File: src/rtl/decoder_3x8_seq.sv
// Buffered 3-to-8 decoder: FIFO of encoded codes, head is presented one-hot under valid/ready.
// Build option: define DECODER_HOLD_EN to make D keep the last popped value while the FIFO is empty.
module decoder_3x8_seq #(
    parameter int unsigned DEPTH = 4
) (
    input  logic       clk,
    input  logic       rst,
    input  logic       x,
    input  logic       y,
    input  logic       z,
    input  logic       V,
    output logic       in_ready,
    output logic [7:0] D,
    output logic       out_valid,
    input  logic       out_ready,
    output logic [4:0] count
);

    localparam int unsigned PW         = (DEPTH > 1) ? $clog2(DEPTH) : 1;
    localparam logic [4:0]  FULL_COUNT = 5'(DEPTH);

    logic [2:0]    mem [DEPTH];
    logic [PW-1:0] wr_ptr;
    logic [PW-1:0] rd_ptr;
    logic [4:0]    count_q;
    logic          push;
    logic          pop;
    logic [7:0]    head_onehot;

    // Full/empty come from the occupancy counter, so no extra pointer bit is needed.
    always_comb begin
        in_ready    = !rst && (count_q != FULL_COUNT);
        out_valid   = !rst && (count_q != '0);
        push        = V && in_ready;
        pop         = out_valid && out_ready;
        head_onehot = 8'b0000_0001 << mem[rd_ptr];
        count       = count_q;
    end

    always_ff @(posedge clk) begin
        if (push) begin
            mem[wr_ptr] <= {x, y, z};
        end
    end

    always_ff @(posedge clk) begin
        if (rst) begin
            wr_ptr  <= '0;
            rd_ptr  <= '0;
            count_q <= '0;
        end else begin
            if (push) begin
                wr_ptr <= wr_ptr + PW'(1);
            end
            if (pop) begin
                rd_ptr <= rd_ptr + PW'(1);
            end
            case ({push, pop})
                2'b10:   count_q <= count_q + 5'd1;
                2'b01:   count_q <= count_q - 5'd1;
                default: count_q <= count_q;
            endcase
        end
    end

`ifdef DECODER_HOLD_EN
    logic [7:0] last_d;

    always_ff @(posedge clk) begin
        if (rst) begin
            last_d <= '0;
        end else if (pop) begin
            last_d <= head_onehot;
        end
    end

    always_comb begin
        D = out_valid ? head_onehot : last_d;
    end
`else
    always_comb begin
        D = out_valid ? head_onehot : '0;
    end
`endif

endmodule

File: config.mk
export PLATFORM = sky130hd
export DESIGN_NAME = decoder_3x8_seq
export DESIGN_NICKNAME = d
export VERILOG_FILES = /design/src/rtl/decoder_3x8_seq.sv
export SDC_FILE = /design/constraint.sdc
export NUM_CORES = 1
export LEC_CHECK = 0
export CAP_MARGIN = 20
export CORE_ASPECT_RATIO = 1.5
export CORE_UTILIZATION = 40
export DETAILED_ROUTE_END_ITERATION = 10
export GPL_TIMING_DRIVEN = 0
export REMOVE_ABC_BUFFERS = 1
export SLEW_MARGIN = 20
export SYNTH_ARGS = -nofsm -noshare
export SYNTH_HDL_FRONTEND = slang
export SYNTH_SLANG_ARGS = --single-unit
File: constraint.sdc
create_clock -name clk -period 3.1 [get_ports clk]
set_input_delay 0.62 -clock clk [delete_from_list [all_inputs] [get_ports clk]]
set_output_delay 0.62 -clock clk [all_outputs]
set_load 0.02 [all_outputs]
==> impl_metrics.toml <==
[setup_path]
cp_max_fo = 4
r2r_slack_ps = 190
reg2reg_from = "count[1]$_SDFFE_PP0P_"
slowest_delay_ps = 630
crit_slowest_cell = "mux4_1"
r2r-end = "count[4]$_SDFFE_PP0P_"
startpoint_type = "flop"
crit_type = "flop to output port"
cp.required_ps = 2480
crit_family = "multiplexers"
cp_cell_sequence = "mux4_1, or2_2, nor2_1, clkdlybuf4s50_1"
crit_buf_inv = 1
cp-end-kind = "output port"
r2r_cells = 10
crit_arrival_ps = 2340

[timing]
drv_slew = 0
post-route-min-period_ps = 2959
rsz0062_at_grt = "false"
hold_viol = 0
fin_skew_ps = 2.429
setup_viol = 0
fmax_mhz = 337.9
slew_headroom_pct = 68.09
post-route-period-util_pct = 95.46
worst_slew_pin_slew_ps = 474.2
post-route-worst-setup-slack_ps = 140.8

[route]
routed_wirelength_um = 2136
vias = 836
drc = 0
drt.antenna.violating_nets = 0
wl_per_cell_um = 12.79
via_per_inst = 5.006
dr.pass1.iters = 4
drt-initial-drc-count = 13

[global_routing]
grt.overflow.total = 0
grt_pass1_wl_um = 3532
gr-usage-all-layers_pct = 14.53
grt_max_degree = 16
grt_pass1_vias = 840
antenna_found_initial = 0

[pwr]
p_leak_nw = 0.5469
p_per_area_nw_per_um2 = 474.1
peakVddDrop_v = 0.0002448
p_total_w = 0.0007012

[synthesis]
syn-instance-count = 107
netlist_area_um2 = 1201
ys_seq_area_share_pct = 48.33
synth_compound_area_share_pct = 10.21
muxShareOfSynthArea_pct = 8.646
synth-simple-area-share_pct = 17.19
syn_avg_cell_area_um2 = 11.23
synth_top_family_by_area = "simple AND/OR/NAND/NOR gates"
yosys.area_share.adder_pct = 7.292
yosys.cell_types.count = 36
yosys_warnings = 0
synthXorXnorAreaFrac_pct = 4.375
ys_ff_latch = 23

[die]
die_h_um = 69.12
initial_core_util_pct = 41.67
num_io_pins = 22
core_um2 = 2883
rows = 24
die_w_um = 46.74
die-area_um2 = 3230

[finish]
nets = 143
fillers = 276
final_layout_size_suffix_gt1_share_pct = 14.06
diodes = 0
final_common_cell = "clkdlybuf4s50_1"
fin_util_pct = 51.30
syn2layout_area_growth_pct = 23.13
final_cell_mix = "clkdlybuf4s50_1, nor2_1, edfxtp_1"

[placed_design]
dp_hpwl_um = 1663
port_buffers = 21
pre_cts_ws_ps = -446.2
place.gp.congestion = 0.7781

[cts]
cts_hold_buffers = 0
clockRootBuffer = "clkbuf_8"
cts_setup_buffers = 0
clk-insertion-delay-late_ps = 250
htree_levels = 1
clock_path_buffers = 2
cts_tree = "done"
clock_sinks = 23
cts_buffers = 3
path_clk_slew_ps = 80
cts.repair.resized = 2

[run_status]
status = "finished clean"

[flow_run]
max-cap-violations = 0

[hold_path]
hold_end = "rd_ptr[1]$_SDFFE_PP0P_"
worstHoldPathType = "flop to flop"
whs_path_depth = 2
min_from = "rd_ptr[1]$_SDFFE_PP0P_"
flip-flops by register name (all words and copies together), names as in the netlist, named ones only:
register / cells
count: 5
mem: 12
rd_ptr: 2
wr_ptr: 2
metrics by stage:
stage	hold slack [ps]	TNS [ps]	std cells	cell area, um^2
floorplan	484.7	0	103	1176
global placement	510.6	-1317	163	1435
detailed placement	520.8	-2079	163	1435
CTS	543.3	0	167	1483
global route	558.9	0	167	1479
finish	539.9	0	167	1479
worst min-delay path: stages (launching register included):
cell and delay (ps):
dfxtp_1 330, xor2_1 60, nor2_1 110
power breakdown:
group / leakage, nW / switching [W] / total, W / internal [W]
logic: 0.326 / 0.0000847 / 0.000163 / 0.0000787
clock network: 0.0228 / 0.0000875 / 0.000179 / 0.0000914
registers: 0.198 / 0.0000217 / 0.000359 / 0.000337
logic make-up after synthesis:
family,count (synthesis)
adders and majority gates,7
AOI/OAI and AO/OA,17
and+or+nand+nor,38
xor gates and xnor gates,6
DFF,23
muxes,6
buffers and inverters,10
synth_stat cells:
library cell / count / area, um^2
nand2_1: 3 / 11.26
a31oi_1: 1 / 6.260
nor4b_1: 1 / 8.760
a21o_1: 1 / 7.510
or2b_1: 1 / 7.510
o31ai_1: 1 / 7.510
buf_6: 1 / 11.26
dfxtp_1: 11 / 220.2
or2_2: 1 / 6.260
clkbuf_1: 1 / 3.750
nor2b_1: 4 / 25.02
buf_2: 2 / 10.01
ha_1: 7 / 87.58
mux4_2: 2 / 45.04
nand3b_1: 1 / 7.510
inv_1: 6 / 22.52
xor2_1: 5 / 43.79
xnor2_1: 1 / 8.760
o21ai_0: 4 / 20.02
edfxtp_1: 12 / 360.4
o2111ai_1: 1 / 8.760
o211a_4: 1 / 17.52
mux2_2: 2 / 22.52
nand2b_1: 2 / 12.51
a21oi_1: 6 / 30.03
o31ai_2: 1 / 12.51
o211ai_2: 1 / 12.51
and2_2: 4 / 30.03
nor2_1: 16 / 60.06
mux2i_1: 1 / 10.01
nor4_1: 1 / 6.260
nand3_1: 1 / 5.000
or3_1: 1 / 6.260
and3b_1: 1 / 8.760
mux4_1: 1 / 26.28
or4_4: 1 / 11.26
layout make-up:
| type | count | area [um^2] | area share (%) |
|---|---|---|---|
| clock buffers | 4 | 45.04 | 3.046 |
| inverters | 6 | 22.52 | 1.523 |
| multi-input cells | 74 | 576.8 | 39.00 |
| flip-flops and latches | 23 | 580.6 | 39.26 |
| well taps | 39 | 48.80 | 3.299 |
| repair buffers | 21 | 205.2 | 13.87 |
worst max-delay path by stage:
| stage | end | depth (start not counted) |
|---|---|---|
| finish | D[4] | 4 |
| global route | D[4] | 4 |
| CTS | count[4]$_SDFFE_PP0P_ | 11 |
| detailed placement | count[4]$_SDFFE_PP0P_ | 11 |
| global placement | count[4]$_SDFFE_PP0P_ | 11 |
| floorplan | count[4]$_SDFFE_PP0P_ | 10 |
routing by layer:
layer	up-vias	track usage [%]	part of all wire [%]
met3	2	1.832	2.2
met2	15	25.00	54
met1	400	17.41	43
li1	419	-	-
met5	-	0	0
met4	0	5.397	0.66
Note: power is estimated with default switching activity, not from simulation.
